### src/rtl/dm_lsu.sv
`default_nettype none
// ============================================================================
// Module   : dm_lsu
// Purpose  : Load/store sequencer for a synchronous data memory with a
//            one-cycle registered read. It aligns and extends load data and
//            merges sub-word stores into the word that is read back.
// Revision : 1.0  initial release
// ============================================================================
module dm_lsu (
    input  logic        clk,
    input  logic        reset,
    input  logic        req_valid,
    output logic        req_ready,
    input  logic        req_we,
    input  logic [1:0]  req_size,
    input  logic        req_signed,
    input  logic [31:0] req_addr,
    input  logic [31:0] req_wdata,
    output logic        rsp_valid,
    output logic [31:0] rsp_rdata,
    output logic        rsp_err,
    output logic [31:0] mem_addr,
    output logic [31:0] mem_writedata,
    output logic        mem_we,
    input  logic [31:0] mem_readdata
);

    localparam logic [1:0] C_SZ_BYTE = 2'b00;
    localparam logic [1:0] C_SZ_HALF = 2'b01;
    localparam logic [1:0] C_SZ_WORD = 2'b10;
    localparam logic [1:0] C_SZ_ILL  = 2'b11;

    typedef enum logic [2:0] {
        S_IDLE = 3'd0,
        S_RD   = 3'd1,
        S_RDW  = 3'd2,
        S_WR   = 3'd3,
        S_RESP = 3'd4
    } state_t;

    state_t      r_state;
    logic        r_we;
    logic        r_signed;
    logic [1:0]  r_size;
    logic [1:0]  r_lane;
    logic [15:0] r_wdata;

    logic        w_bad;
    logic [31:0] w_shifted;
    logic [15:0] w_half;
    logic [31:0] w_load;
    logic [31:0] w_merge;

    assign w_bad = (req_size == C_SZ_ILL)
                || (req_size == C_SZ_HALF && req_addr[0])
                || (req_size == C_SZ_WORD && req_addr[1:0] != 2'b00);

    assign w_shifted = mem_readdata >> {r_lane, 3'b000};
    assign w_half    = r_lane[1] ? mem_readdata[31:16] : mem_readdata[15:0];

    always_comb begin
        w_load = mem_readdata;
        case (r_size)
            C_SZ_BYTE: w_load = {{24{r_signed & w_shifted[7]}}, w_shifted[7:0]};
            C_SZ_HALF: w_load = {{16{r_signed & w_half[15]}}, w_half};
            default:   w_load = mem_readdata;
        endcase
    end

    // Store bytes overwrite only their own lane of the word just read back.
    always_comb begin
        w_merge = mem_readdata;
        case (r_size)
            C_SZ_BYTE: w_merge[{r_lane, 3'b000} +: 8] = r_wdata[7:0];
            C_SZ_HALF: begin
                if (r_lane[1]) w_merge[31:16] = r_wdata;
                else           w_merge[15:0]  = r_wdata;
            end
            default:   w_merge = mem_readdata;
        endcase
    end

    always_ff @(posedge clk or posedge reset) begin
        if (reset) begin
            r_state       <= S_IDLE;
            r_we          <= 1'b0;
            r_signed      <= 1'b0;
            r_size        <= 2'b00;
            r_lane        <= 2'b00;
            r_wdata       <= 16'h0;
            req_ready     <= 1'b1;
            rsp_valid     <= 1'b0;
            rsp_rdata     <= 32'h0;
            rsp_err       <= 1'b0;
            mem_addr      <= 32'h0;
            mem_writedata <= 32'h0;
            mem_we        <= 1'b0;
        end else begin
            rsp_valid <= 1'b0;
            mem_we    <= 1'b0;
            case (r_state)
                S_IDLE: begin
                    if (req_valid) begin
                        r_we      <= req_we;
                        r_signed  <= req_signed;
                        r_size    <= req_size;
                        r_lane    <= req_addr[1:0];
                        r_wdata   <= req_wdata[15:0];
                        rsp_rdata <= 32'h0;
                        rsp_err   <= 1'b0;
                        req_ready <= 1'b0;
                        if (w_bad) begin
                            rsp_err   <= 1'b1;
                            rsp_valid <= 1'b1;
                            r_state   <= S_RESP;
                        end else begin
                            mem_addr <= {req_addr[31:2], 2'b00};
                            if (req_we && req_size == C_SZ_WORD) begin
                                mem_writedata <= req_wdata;
                                mem_we        <= 1'b1;
                                r_state       <= S_WR;
                            end else begin
                                r_state <= S_RD;
                            end
                        end
                    end
                end
                S_RD:  r_state <= S_RDW;
                S_RDW: begin
                    if (r_we) begin
                        mem_writedata <= w_merge;
                        mem_we        <= 1'b1;
                        r_state       <= S_WR;
                    end else begin
                        rsp_rdata <= w_load;
                        rsp_valid <= 1'b1;
                        r_state   <= S_RESP;
                    end
                end
                S_WR: begin
                    rsp_valid <= 1'b1;
                    r_state   <= S_RESP;
                end
                S_RESP: begin
                    req_ready <= 1'b1;
                    r_state   <= S_IDLE;
                end
                default: begin
                    req_ready <= 1'b1;
                    r_state   <= S_IDLE;
                end
            endcase
        end
    end

endmodule
`default_nettype wire

### config.mk
export PLATFORM = sky130hd
export DESIGN_NAME = dm_lsu
export DESIGN_NICKNAME = d
export VERILOG_FILES = /design/src/rtl/dm_lsu.sv
export SDC_FILE = /design/constraint.sdc
export NUM_CORES = 1
export LEC_CHECK = 0
export BUFFER_PORTS_ARGS = -buffer_cell sky130_fd_sc_hd__clkbuf_2
export CAP_MARGIN = 30
export CORE_MARGIN = 4
export CORE_UTILIZATION = 39
export CTS_CLUSTER_SIZE = 28
export DETAILED_ROUTE_END_ITERATION = 12
export PLACE_DENSITY_LB_ADDON = 0.05
export SYNTH_ARGS = -nofsm -noshare
export SYNTH_HDL_FRONTEND = slang
export SYNTH_SLANG_ARGS = --single-unit
### constraint.sdc
create_clock -name clk -period 4.3 [get_ports clk]
set_input_delay 0.215 -clock clk [delete_from_list [all_inputs] [get_ports clk]]
set_output_delay 0.215 -clock clk [all_outputs]
set_load 0.02 [all_outputs]
==> impl_metrics.env <==
export IMPL_min_path_cells=3
export IMPL_synth_xor_area_share_pct=0
export IMPL_die_w_um=135
export IMPL_yosys_area_share_simple_pct=12.5
export IMPL_fin_crit_ns=3.41
export IMPL_cts_sinks=123
export IMPL_grt_pass1_wl_um=35000
export IMPL_setup_violations=0
export IMPL_dieArea_mm2=0.0183
export IMPL_max_freq_ghz=0.293
export IMPL_synth_mux_area_fraction_pct=8.00
export IMPL_drc=0
export IMPL_path_cells="clkinv_1 > ha_1 > nand2b_1 > nor4_2 > a221oi_1 > o31ai_1"
export IMPL_worstRegToRegCells=6
export IMPL_drive_above_1_share_pct=35.7
export IMPL_clk_pin_slew_worst_paths_ns=0.06
export IMPL_synth_area_leaders="dfrtp_1 48%, mux2_2 5.5%, nand2_1 5.0%"
export IMPL_synth_largest_area_cell="dfrtp_1"
export IMPL_reg2reg_slack_ns=0.89
export IMPL_core_mm2=0.0159
export IMPL_critPathSlowestCell="dfrtp_1"
export IMPL_wl_per_cell_um=21.8
export IMPL_synth_main_ff_cell="dfrtp_1"
export IMPL_rows=46
export IMPL_syn_avg_cell_area_um2=10.3
export IMPL_cts_max_level=4
export IMPL_slew_headroom_pct=35.8
export IMPL_final_period_utilization_pct=79.4
export IMPL_avgViaCountPerCell=5.66
export IMPL_seqPwrFrac_pct=31.4
export IMPL_finalHoldViolations=0
export IMPL_final_area_mm2=0.00826
export IMPL_r2r_end="mem_writedata[30]"
export IMPL_cts_hold_buf=8
export IMPL_start_util_pct=39.8
export IMPL_synth_most_common_cell="dfrtp_1"
export IMPL_vias=5861
export IMPL_ys_ff_latch=123
export IMPL_peakVddDrop_mv=0.491
export IMPL_antenna_found_initial=0
export IMPL_synth_top_family_by_area="compound AO/OA/AOI/OAI gates"
export IMPL_rsz0062_at_grt="false"
export IMPL_grtUsageTotal_pct=25.0
export IMPL_ys_types=60
export IMPL_syn_inst=616
export IMPL_slew_viol_final=0
export IMPL_rr_startpoint="r_lane[1]"
export IMPL_clock_path_buffers=2
export IMPL_fillCellCount=1519
export IMPL_dieHeight_um=135
export IMPL_setup_tns_ns=0
export IMPL_routed_wl_um=22600
export IMPL_port_buffers=200
export IMPL_powerDensity_mw_per_mm2=854
export IMPL_clock_root_buffer="clkbuf_16"
export IMPL_synthAdderAreaFrac_pct=0.990
export IMPL_gp_congestion=0.868
export IMPL_start_kind="flop"
export IMPL_cts_tree="done"
export IMPL_syn_to_final_growth_pct=30.6
export IMPL_detail_route_antenna_nets=0
export IMPL_instances_no_fill=1035
export IMPL_synth_seq_area_share_pct=48.7
export IMPL_synth_top_area_share_pct=48.3
export IMPL_detail_route_first_pass_iterations=5
export IMPL_synthArstFlopShare_pct=100
export IMPL_postCtsSetupBuffers=0
export IMPL_tightest_slew_ns=0.963
export IMPL_fin_nets=914
export IMPL_clkPwrFrac_pct=24.3
export IMPL_p_leak_uw=0.00402
export IMPL_ys_warn_count=0
export IMPL_end_kind="flop"
export IMPL_n_antenna_cell=0
export IMPL_grt_overflow=0
export IMPL_power_switching_uw=3030
export IMPL_outcome="finished, final reports clean"
export IMPL_synth_area_mm2=0.00632
export IMPL_arrival_ns=3.73
export IMPL_swShare_pct=43.0
export IMPL_post_place_cells=994
export IMPL_clk_latency_ns=0.42
export IMPL_hpwl_um=16500
export IMPL_grt_start_max_net_pins=69
export IMPL_synth_commonest_cells="122 x dfrtp_1, 84 x nand2_1, 47 x o21ai_0"
export IMPL_ios=203
export IMPL_grt_pass1_vias=5977
export IMPL_crit_type="reg -> reg"
export IMPL_power_internal_uw=4010
export IMPL_cap_violations=0
export IMPL_hold_end="r_wdata[5]"
export IMPL_synth_edf_count=0
export IMPL_clock_skew_ns=0.00910
export IMPL_worstPathMaxFanout=29
export IMPL_hp_class="in -> reg"
export IMPL_cts_resized=0
export IMPL_crit_path_max_incr_delay_ns=0.97
export IMPL_p_comb_share_pct=44.4
export IMPL_synth_compound_area_share_pct=24.7
export IMPL_cts_buffers=17
export IMPL_place_area_mm2=0.00744
export IMPL_drtIter0Drc=447
export IMPL_worstPathRequired_ns=4.62
export IMPL_min_from="req_wdata[5]"
## cell families (layout without fill, tap and decap cells)
kind of cell,Yosys count,after routing
AOI/OAI and AO/OA,220,220
adders and majority gates,5,5
buffers and inverters,61,263
DFF,123,123
muxes,38,38
other,1,2
and+or+nand+nor,168,168
## area by class of cell
class,count,area (um^2),area share (%)
sequential,123,3080,37.3
inverter,8,32.5,0.394
multi-input combinational,433,2940,35.6
clock inverter,13,262,3.17
timing repair buffer,223,1230,14.9
clock buffer,19,443,5.37
tap,216,270,3.27
## registers in the layout, indices dropped and copies added, names as in the netlist
| register | flops |
|---|---|
| mem_writedata | 32 |
| req_ready | 1 |
| mem_addr | 30 |
| r_signed | 1 |
| mem_we | 1 |
| r_lane | 2 |
| rsp_valid | 1 |
| r_state | 3 |
| rsp_rdata | 32 |
| r_wdata | 16 |
| r_size | 2 |
| rsp_err | 1 |
| r_we | 1 |
## how the worst max path moves through the flow
| stage | start | endpoint | depth (start not counted) | slack, ns |
|---|---|---|---|---|
| 2_1_floorplan | reset | mem_addr[10] | 1 | 0.82 |
| 3_3_place_gp | r_lane[1] | mem_writedata[4] | 6 | 1.11 |
| 3_5_place_dp | r_lane[1] | mem_writedata[30] | 6 | 0.92 |
| 4_1_cts | r_lane[1] | mem_writedata[30] | 6 | 0.90 |
| 5_1_grt | r_lane[1] | mem_writedata[25] | 6 | 0.61 |
| 6_report | r_lane[1] | mem_writedata[30] | 6 | 0.89 |
## power groups by stage
stage	registers, uW	logic, uW	clock network [uW]
5_1_grt	2280	3410	1800
3_5_place_dp	2250	3060	0
4_1_cts	2240	3080	1750
3_3_place_gp	2240	3020	0
6_report	2210	3130	1710
2_1_floorplan	2540	1690	0
## worst max-delay path, delay by kind of cell, from the launching register on
kind / cells / cell delay (ns)
flops: 1 / 0.97
simple gates: 2 / 0.72
buf+inv: 1 / 0.61
fa+ha+maj: 1 / 0.49
compound gates: 2 / 0.52
## metrics by stage
step	total power, uW	setup WS (ns)	hold slack, ns	utilization, %
after floorplan	4230	0.816	0.320	-
after global placement	5260	1.11	0.414	46.7
after detailed placement	5310	0.916	0.416	46.9
after CTS	7070	0.902	0.00319	51.8
after global routing	7490	0.610	0.0187	52.0
final	7050	0.887	0.0233	52.0
## placed cells by master, fill, tap and decap left out, types with 8 or more instances in the layout
| master | n |
|---|---|
| clkbuf_2 | 200 |
| dfrtp_1 | 122 |
| nand2_1 | 84 |
| o21ai_0 | 47 |
| nor2_1 | 41 |
| o31ai_1 | 32 |
| mux2_2 | 31 |
| a21o_1 | 25 |
| a221oi_1 | 25 |
| a22oi_1 | 24 |
| a21oi_1 | 21 |
| clkbuf_16 | 17 |
| buf_4 | 13 |
| nor2b_1 | 12 |
| o22ai_1 | 8 |
| dlygate4sd3_1 | 8 |
## layer usage
layer / vias up / share of wire, % / global-route usage (%) / routed length [um]
met5: - / 0 / 0 / 0
met4: 0 / 2.0 / 8.12 / 444
met3: 35 / 6.6 / 4.12 / 1500
met2: 264 / 47 / 39.0 / 10600
met1: 2894 / 44 / 35.8 / 9990
li1: 2668 / - / - / -
(Power assumes the default switching activity.)
